File: config.mk
export PLATFORM = sky130hd
export DESIGN_NAME = scara_step_gen
export DESIGN_NICKNAME = d
export VERILOG_FILES = /design/src/rtl/scara_pkg.sv /design/src/rtl/scara_axis_stepper.sv /design/src/rtl/scara_step_gen.sv
export SDC_FILE = /design/constraint.sdc
export NUM_CORES = 1
export LEC_CHECK = 0
export CORE_MARGIN = 2
export CORE_UTILIZATION = 45
export CTS_CLUSTER_DIAMETER = 60
export DETAILED_ROUTE_END_ITERATION = 8
export PLACE_DENSITY = 0.75
export SLEW_MARGIN = 30
export SYNTH_ARGS = -nofsm -noshare
export SYNTH_HDL_FRONTEND = slang
export SYNTH_HIERARCHICAL = 1
export SYNTH_SLANG_ARGS = --single-unit
File: constraint.sdc
create_clock -name clk -period 3.8 [get_ports clk]
set_input_delay 0.76 -clock clk [delete_from_list [all_inputs] [get_ports clk]]
set_output_delay 0.76 -clock clk [all_outputs]
set_load 0.01 [all_outputs]
File: src/rtl/scara_pkg.sv
// Shared types and constants for the SCARA arm control path.
// Contents:
//   POS_W          width of joint step counts (signed)
//   DELTA_W        width of a target-minus-position difference (one extra bit, cannot overflow)
//   axis_state_t   per-axis step generator states
//   unit_state_t   scara_controller per-unit states
//   scara_state_t  scara_controller top-level states
//   abs_delta()    magnitude of a signed difference
package scara_pkg;

    localparam int POS_W   = 14;
    localparam int DELTA_W = POS_W + 1;

    typedef enum logic [1:0] {AX_IDLE, AX_SETUP, AX_HIGH, AX_LOW} axis_state_t;

    // Controller-side states, kept here so both blocks share one definition.
    typedef enum logic [1:0] {UNIT_IDLE, UNIT_CALC, UNIT_DONE} unit_state_t;
    typedef enum logic [1:0] {SC_IDLE, SC_SOLVE, SC_ISSUE, SC_WAIT} scara_state_t;

    function automatic logic [DELTA_W-1:0] abs_delta(input logic signed [DELTA_W-1:0] d);
        return d[DELTA_W-1] ? -d : d;
    endfunction

endpackage

File: src/rtl/scara_axis_stepper.sv
// Single-joint step/direction generator.
// Ports:
//   clk, reset  system clock, synchronous active-high reset
//   load        latch target and begin a move (ignored unless idle)
//   target      signed absolute target in steps
//   abort       stop at the next step boundary; a running pulse is completed
//   step        step pulse, high for PULSE_W cycles per step
//   dir         direction, 1 = positive; held between moves
//   pos         signed current position, updated as each step rises
//   idle        axis is in AX_IDLE
module scara_axis_stepper
    import scara_pkg::*;
#(
    parameter int STEP_PERIOD = 50000,
    parameter int PULSE_W     = 100,
    parameter int DIR_SETUP   = 50
) (
    input  logic                    clk,
    input  logic                    reset,
    input  logic                    load,
    input  logic signed [POS_W-1:0] target,
    input  logic                    abort,
    output logic                    step,
    output logic                    dir,
    output logic signed [POS_W-1:0] pos,
    output logic                    idle
);

    localparam int PER_W = $clog2(STEP_PERIOD + 1);
    localparam int SET_W = $clog2(DIR_SETUP + 1);

    // Counters count down to zero, so each phase loads its length minus one.
    localparam logic [PER_W-1:0] HIGH_LAST  = PER_W'(PULSE_W - 1);
    localparam logic [PER_W-1:0] LOW_LAST   = PER_W'(STEP_PERIOD - PULSE_W - 1);
    localparam logic [SET_W-1:0] SETUP_LAST = SET_W'(DIR_SETUP - 1);

    axis_state_t               state, state_next;
    logic        [PER_W-1:0]   per_cnt;
    logic        [SET_W-1:0]   set_cnt;
    logic        [DELTA_W-1:0] remaining;
    logic                      abort_held;
    logic signed [DELTA_W-1:0] delta;
    logic                      enter_high;

    // Sign-extend both operands so the difference of two 14-bit values cannot wrap.
    assign delta      = {target[POS_W-1], target} - {pos[POS_W-1], pos};
    assign enter_high = (state_next == AX_HIGH) && (state != AX_HIGH);
    assign step       = (state == AX_HIGH);
    assign idle       = (state == AX_IDLE);

    // NOTE: every always_comb output gets a default first so no path leaves it unassigned (no latch).
    always_comb begin
        state_next = state;
        unique case (state)
            AX_IDLE:  if (load && delta != '0) state_next = AX_SETUP;
            AX_SETUP: begin
                if (abort)              state_next = AX_IDLE;
                else if (set_cnt == '0) state_next = AX_HIGH;
            end
            // A pulse is never truncated: an abort seen during HIGH takes effect at its end.
            AX_HIGH:  if (per_cnt == '0) state_next = (abort || abort_held) ? AX_IDLE : AX_LOW;
            AX_LOW: begin
                if (abort)              state_next = AX_IDLE;
                else if (per_cnt == '0) state_next = (remaining != '0) ? AX_HIGH : AX_IDLE;
            end
            default:                    state_next = AX_IDLE;
        endcase
    end

    // NOTE: sequential state uses non-blocking assignments so every register samples pre-edge values.
    always_ff @(posedge clk) begin
        if (reset) begin
            state      <= AX_IDLE;
            dir        <= 1'b0;
            pos        <= '0;
            per_cnt    <= '0;
            set_cnt    <= '0;
            remaining  <= '0;
            abort_held <= 1'b0;
        end else begin
            state <= state_next;

            if (state == AX_IDLE && state_next == AX_SETUP) begin
                dir       <= ~delta[DELTA_W-1];
                remaining <= abs_delta(delta);
                set_cnt   <= SETUP_LAST;
            end else if (state == AX_SETUP) begin
                set_cnt <= set_cnt - SET_W'(1);
            end

            if (enter_high) begin
                pos       <= dir ? pos + POS_W'(1) : pos - POS_W'(1);
                remaining <= remaining - DELTA_W'(1);
                per_cnt   <= HIGH_LAST;
            end else if (state == AX_HIGH && state_next == AX_LOW) begin
                per_cnt <= LOW_LAST;
            end else if ((state == AX_HIGH || state == AX_LOW) && per_cnt != '0) begin
                per_cnt <= per_cnt - PER_W'(1);
            end

            abort_held <= (state == AX_HIGH) && (state_next == AX_HIGH) && (abort || abort_held);
        end
    end

endmodule

File: src/rtl/scara_step_gen.sv
// Dual-axis step/direction generator driven by scara_controller.
// Ports:
//   clk, reset           system clock, synchronous active-high reset
//   th1_steps, th2_steps signed absolute joint targets, sampled on an accepted start
//   start                request a move; accepted only while busy is low and abort is low
//   abort                stop both axes at their next step boundary (only while busy)
//   step1/dir1           joint 1 step pulse and direction (1 = positive)
//   step2/dir2           joint 2 step pulse and direction
//   th1_pos, th2_pos     signed current joint positions
//   busy                 move in progress
//   done                 one-cycle pulse when a move or abort completes
module scara_step_gen
    import scara_pkg::*;
#(
    parameter int STEP_PERIOD = 50000,
    parameter int PULSE_W     = 100,
    parameter int DIR_SETUP   = 50
) (
    input  logic                    clk,
    input  logic                    reset,
    input  logic signed [POS_W-1:0] th1_steps,
    input  logic signed [POS_W-1:0] th2_steps,
    input  logic                    start,
    input  logic                    abort,
    output logic                    step1,
    output logic                    dir1,
    output logic                    step2,
    output logic                    dir2,
    output logic signed [POS_W-1:0] th1_pos,
    output logic signed [POS_W-1:0] th2_pos,
    output logic                    busy,
    output logic                    done
);

    logic busy_q;
    logic first_q;
    logic idle1, idle2;
    logic accept;
    logic axis_abort;

    // Both axes are still idle in the cycle right after a zero-length accept, so
    // completion is held off for that first cycle to keep busy visible for one cycle.
    assign done       = busy_q && !first_q && idle1 && idle2;
    assign busy       = busy_q && !done;
    assign accept     = start && !busy && !abort;
    assign axis_abort = abort && busy;

    always_ff @(posedge clk) begin
        if (reset) begin
            busy_q  <= 1'b0;
            first_q <= 1'b0;
        end else begin
            first_q <= accept;
            if (accept)    busy_q <= 1'b1;
            else if (done) busy_q <= 1'b0;
        end
    end

    scara_axis_stepper #(
        .STEP_PERIOD (STEP_PERIOD),
        .PULSE_W     (PULSE_W),
        .DIR_SETUP   (DIR_SETUP)
    ) u_axis1 (
        .clk    (clk),
        .reset  (reset),
        .load   (accept),
        .target (th1_steps),
        .abort  (axis_abort),
        .step   (step1),
        .dir    (dir1),
        .pos    (th1_pos),
        .idle   (idle1)
    );

    scara_axis_stepper #(
        .STEP_PERIOD (STEP_PERIOD),
        .PULSE_W     (PULSE_W),
        .DIR_SETUP   (DIR_SETUP)
    ) u_axis2 (
        .clk    (clk),
        .reset  (reset),
        .load   (accept),
        .target (th2_steps),
        .abort  (axis_abort),
        .step   (step2),
        .dir    (dir2),
        .pos    (th2_pos),
        .idle   (idle2)
    );

endmodule
== Word-level counts from Yosys, hierarchy flattened ==
Index checks and enable logic that the tools add are counted.

* Add/sub/neg operators: 14
* Eq/ne operators: 14
* Muxes and demuxes: 38
* Bitwise logic cells: 2
* Reduce and logical (&&, ||, !) cells: 56

{| class="wikitable"
|+ Operators with widths
! cell !! number
|-
| two-way mux 15 bit || 6
|-
| two-way mux 16 bit || 4
|-
| nonzero test 15 bit || 4
|-
| zero test 16 bit || 2
|-
| two-way mux 2 bit || 16
|-
| nonzero test 16 bit || 2
|-
| subtractor 16 x 1 -> 16 bit, second input constant || 2
|-
| negator 15 bit || 2
|-
| subtractor 14 x 14 -> 15 bit || 2
|-
| subtractor 15 x 1 -> 15 bit, second input constant || 2
|-
| adder 14 x 2 -> 14 bit, second input constant || 2
|-
| two-way mux 14 bit || 2
|-
| subtractor 14 x 2 -> 14 bit, second input constant || 2
|-
| two-way mux 6 bit || 4
|-
| logical AND 1 bit || 21
|-
| == test 2 bit, second input constant || 8
|-
| case mux 2 bit (4 select lines) || 2
|-
| two-way mux 7 bit || 2
|-
| nonzero test 2 bit || 7
|-
| zero test 6 bit || 2
|-
| subtractor 6 x 1 -> 6 bit, second input constant || 2
|-
| == test 2 x 1 -> 1 bit, second input constant || 4
|-
| OR reduction 2 bit || 4
|-
| nonzero test 3 bit || 2
|-
| other kinds (7) || 18
|}

* Register bits: 112
* Input bits: 32
* Output and inout bits: 34
* Logic and storage cells: 146

== Longest topological paths before layout ==
Gate-level depths: netlist of the first run.

* Depth after elaboration: 16
* Mapped depth: 14
* Gate-level depth less buffers: 12

== Modules after synthesis ==
Netlist of the first run, hierarchy kept.

{| class="wikitable"
|+ By module, submodules not included
! module !! times used !! cells an instance !! area each (µm²) !! sequential area each (µm²)
|-
| scara_axis_stepper (u_axis1) || 1 || 542 || 4,329.2 || 1,101.1
|-
| scara_axis_stepper (u_axis2) || 1 || 540 || 4,215.3 || 1,101.1
|-
| scara_step_gen || 1 || 12 || 120.1 || 40.0
|}

== Least setup slack after synthesis of the first run ==
Ideal clock, no wire load.

* Kind: input port to flip-flop
* From: input th2_steps[0]
* To: register u_axis2.remaining[12]
* Arrival time: 3.637 ns
* Data required time: 3.725 ns
* Path slack: 0.089 ns
* Stages on the path: 12
* Path buffers: 0
* Cell sequence: inv_1 ha_1 fa_1 nor2b_1 o22ai_1 xnor2_1 nor3_1 nand4_1 or3_4 or3_4 or3_1 a31oi_1

* Word-level cells in the longest chain between the ends: 8
* Elaborated cells on any way between the ends: 14
* Classes of those cells: 2 x add/sub; 2 x eq/ne; 5 x mux; 5 x reduce/logical

{| class="wikitable"
|+ RTL lines
! element !! RTL line !! text
|-
| from (decl) || scara_step_gen.sv:22 || <nowiki>input logic signed [POS_W-1:0] th2_steps,</nowiki>
|-
| subtractor 14 x 14 -> 15 bit * || scara_axis_stepper.sv:46 || <nowiki>assign delta = {target[POS_W-1], target} - {pos[POS_W-1], pos};</nowiki>
|-
| parallel branches: the longest is 7 deep, another holds negator 15 bit || -- ||
|-
| to (signal assigned) || scara_axis_stepper.sv:85 || <nowiki>remaining <= abs_delta(delta);</nowiki>
|-
| to (signal assigned) || scara_axis_stepper.sv:93 || <nowiki>remaining <= remaining - DELTA_W'(1);</nowiki>
|-
| to (decl) || scara_axis_stepper.sv:40 || <nowiki>logic [DELTA_W-1:0] remaining;</nowiki>
|}

Mark *: on every way between the ends. The select of a mux whose other input is x is not followed.
A chain may end at the register's enable or synchronous reset.

== Worst setup path after layout of the first run ==
* From: input th1_steps[0]
* To: register u_axis1.remaining[9]

* Word-level cells in the longest chain between the ends: 8
* Elaborated cells on any way between the ends: 14
* Classes of those cells: 2 x add/sub; 2 x eq/ne; 5 x mux; 5 x reduce/logical

{| class="wikitable"
|+ RTL lines
! element !! RTL line !! text
|-
| from (decl) || scara_step_gen.sv:21 || <nowiki>input logic signed [POS_W-1:0] th1_steps,</nowiki>
|-
| subtractor 14 x 14 -> 15 bit * || scara_axis_stepper.sv:46 ||
|-
| parallel branches: the longest is 7 deep, another holds negator 15 bit || -- ||
|-
| to (signal assigned) || scara_axis_stepper.sv:85 ||
|-
| to (signal assigned) || scara_axis_stepper.sv:93 ||
|-
| to (decl) || scara_axis_stepper.sv:40 ||
|}

Marks and branches as above.

==> metrics.txt, run 1 <==
outcome finished, final reports clean; Slew Limit Headroom 48.6%; Area Growth Syn to Fin 22.9%; FF+latch count, synth 112; total power draw 0.0102 W; synthesized area per cell 7.92 um^2; routability-driven placement congestion ratio 0.889; synth unique cells 94; Via density 5.50; number of global-route vias before repair 7681; hold path depth 2; DR vias 8284; global route total overflow 0; post-synth top area cell dfxtp_1; CP Class in2reg; RSZ-0062 raised after global routing true; fin crit period 3720 ps; Max-Cap Viols 0; layout cell share with drive strength beyond 1 15.5%; CTS tree yes; P_leak 4.18 nW; Finished Layout Cells 1507; area fraction of the dominant cell type after synthesis 25.9%; pwr dens 960 nW/um^2; Initial Utilization 46.0%; root buffer cell clkbuf_16; EDFF count, synth 0; maximum buffer depth of the clock tree 2; fin worst setup slack 78.9 ps; most common library cells after synthesis nor2_1 (133), dfxtp_1 (112), a21oi_1 (90); die area 20400 um^2; # port buffers 65; Final ANT Viol Nets 0; Post-Route Skew 7.61 ps; drt drc 0; Final Hold Viols 0; Row Count 50; Primary FF master, synth dfxtp_1; ys async rst share 0%; Skew-Pair Late Insertion Delay 360 ps; Synthesized Nets 1190; core footprint 18800 um^2; Total GRT Usage 21.1%; Slew @ Worst Pin 764 ps; CTS buffer count 9; critical path startpoint category primary input; top cells by area, synth dfxtp_1 (26%), ha_1 (8.7%), xnor2_1 (6.4%); CP Data Arrival Time 4010 ps; sequential cell area fraction in the yosys report 25.9%; die width 143 um; routed wire length per instance 14.2 um; # diodes 0; DRT Wirelength 21.3 mm; detailed placer's ending HPWL 16.4 mm; cells after synthesis 1094; critical path capture point type flip-flop; Die H 143 um; io pins 66; fmax 269 MHz; CP required 4090 ps; top-count cell post-synth nor2_1; largest net degree at the start of global routing 66; Num Clock Sinks 112; Initial DRC Count 513; worst r2r path cells 11; initial antenna violation count 0; Clock Pin Slew Worst Setup and Hold Paths 80 ps; worst-path maximum fanout 16; H-Tree Level Count 3; global-route wire length before repair 35.6 mm; Final nets 1338; Post-Syn Area 8660 um^2; synth warn 6; fin. max-slew vios 0; VDD IR max 524 uV; Setup Viol. Count Final 0; dpl ws -406 ps; Tightest Hold Check Type reg2reg; dpl cells 1491; Fillers 1737; iteration count of the initial detailed-routing pass 5; fin crit share 97.9%
-- final timing paths --
path / start / slack, ps / end
setup reg to reg: u_axis2/pos[1] / 440 / u_axis2/remaining[12]
setup / recovery: th1_steps[0] / 80 / u_axis1/remaining[9]
hold reg to reg: u_axis2/remaining[6] / 480 / u_axis2/remaining[6]
hold / removal: u_axis2/remaining[6] / 480 / u_axis2/remaining[6]
-- cell families (layout without fill, tap and decap cells) --
| family | after synthesis | after routing | share of synthesized area, % |
|---|---|---|---|
| buf+inv | 100 | 253 | 5.10 |
| mux | 8 | 8 | 0.968 |
| xor+xnor | 107 | 107 | 11.0 |
| simple gates | 414 | 414 | 24.6 |
| compound gates | 289 | 289 | 22.8 |
| flops | 112 | 112 | 25.9 |
| fa+ha+maj | 64 | 64 | 9.59 |
-- state kept, by name (all words and copies together) (netlist names) --
signal              cells
u_axis1/per_cnt        16
u_axis2/per_cnt        16
u_axis1/remaining      15
u_axis2/remaining      15
u_axis1/pos            14
u_axis2/pos            14
u_axis1/set_cnt         6
u_axis2/set_cnt         6
u_axis1/state           2
u_axis2/state           2
busy_q                  1
first_q                 1
u_axis1/abort_held      1
u_axis1/dir             1
u_axis2/abort_held      1
u_axis2/dir             1
-- routing by layer --
| metal | GRT usage (%) | vias up | routed length [um] |
|---|---|---|---|
| met5 | 0 | - | 0 |
| met4 | 5.37 | 0 | 293 |
| met3 | 3.55 | 21 | 771 |
| met2 | 35.6 | 159 | 9910 |
| met1 | 28.0 | 3851 | 10400 |
| li1 | - | 4253 | - |
-- what timing repair did --
action,4_1_cts,5_1_grt
pin swaps,0,4
setup endpoints to repair,1,32
setup buffers,0,0
hold buffers,0,0
gates resized for setup,1,15
cloned,0,0
-- report_power, final --
| group | internal (W) | switching (W) | total, W |
|---|---|---|---|
| logic | 0.00339 | 0.00382 | 0.00721 |
| registers | 0.00162 | 0.000429 | 0.00204 |
| clock network | 0.000467 | 0.000496 | 0.000963 |
| total | 0.00548 | 0.00475 | 0.0102 |
-- critical path, stage by stage --
cell and delay, ps:
clkdlybuf4s50_1 450, inv_1 40, ha_1 210, fa_1 380, nand2b_1 170, a21o_1 180, a21o_1 170, a2111oi_1 370
nand4b_1 190, or4_4 470, o21ai_4 170, buf_12 170, o311ai_1 100, a31oi_1 180
-- metrics by stage --
stage	setup TNS, ps	utilization, %	area [um^2]	hold WS [ps]
after floorplan	0	-	8660	438
after global placement	-8230	54.6	10300	455
after detailed placement	-11110	54.6	10300	462
after CTS	0	56.2	10600	473
after global routing	-132	56.6	10700	509
final	0	56.6	10700	483
-- placed cells by master, fill, tap and decap left out, types with 11 or more instances in the layout --
cell | synthesis | routed
o211ai_1 | 11 | 11
nor2_1 | 133 | 133
a21oi_1 | 90 | 89
a21o_1 | 20 | 20
xor2_1 | 42 | 42
and2_1 | 11 | 11
ha_1 | 60 | 59
inv_1 | 61 | 61
dfxtp_1 | 112 | 112
xnor2_1 | 63 | 63
o21ai_0 | 33 | 33
nor3_1 | 36 | 35
clkdlybuf4s50_1 | 0 | 64
nand3_1 | 26 | 26
a31oi_1 | 23 | 23
nand2_1 | 76 | 76
nor4_1 | 21 | 20
nand2b_1 | 20 | 20
a211oi_1 | 18 | 18
buf_4 | 3 | 109
nand4_1 | 11 | 11
-- area by class of cell --
| cell class | instances | area [um^2] | area share (%) |
|---|---|---|---|
| clock buffer | 9 | 225 | 2.11 |
| clock inverter | 7 | 71.3 | 0.670 |
| inverter | 61 | 229 | 2.15 |
| multi-input combinational | 882 | 6050 | 56.8 |
| sequential | 112 | 2240 | 21.1 |
| tap | 260 | 325 | 3.05 |
| timing repair buffer | 176 | 1500 | 14.1 |
No activity file was read; power rests on OpenSTA's default activity.
==> run 2, diff against run 1 <==
--- a/config.mk
+++ b/config.mk
@@ -5,6 +5,8 @@
 export SDC_FILE = /design/constraint.sdc
 export NUM_CORES = 1
 export LEC_CHECK = 0
+export ABC_AREA = 0
+export ABC_CLOCK_PERIOD_IN_PS = 3800
 export CORE_MARGIN = 2
 export CORE_UTILIZATION = 45
 export CTS_CLUSTER_DIAMETER = 60
==> results of run 2 <==
Final layout, timing and power as in run 1 (identical DEF).
==> run 3, diff against run 2 <==
--- a/config.mk
+++ b/config.mk
@@ -11,6 +11,7 @@
 export CORE_UTILIZATION = 45
 export CTS_CLUSTER_DIAMETER = 60
 export DETAILED_ROUTE_END_ITERATION = 8
+export GPL_ROUTABILITY_DRIVEN = 0
 export PLACE_DENSITY = 0.75
 export SLEW_MARGIN = 30
 export SYNTH_ARGS = -nofsm -noshare
==> results of run 3 <==
Final layout, timing and power as in run 1 (identical DEF).
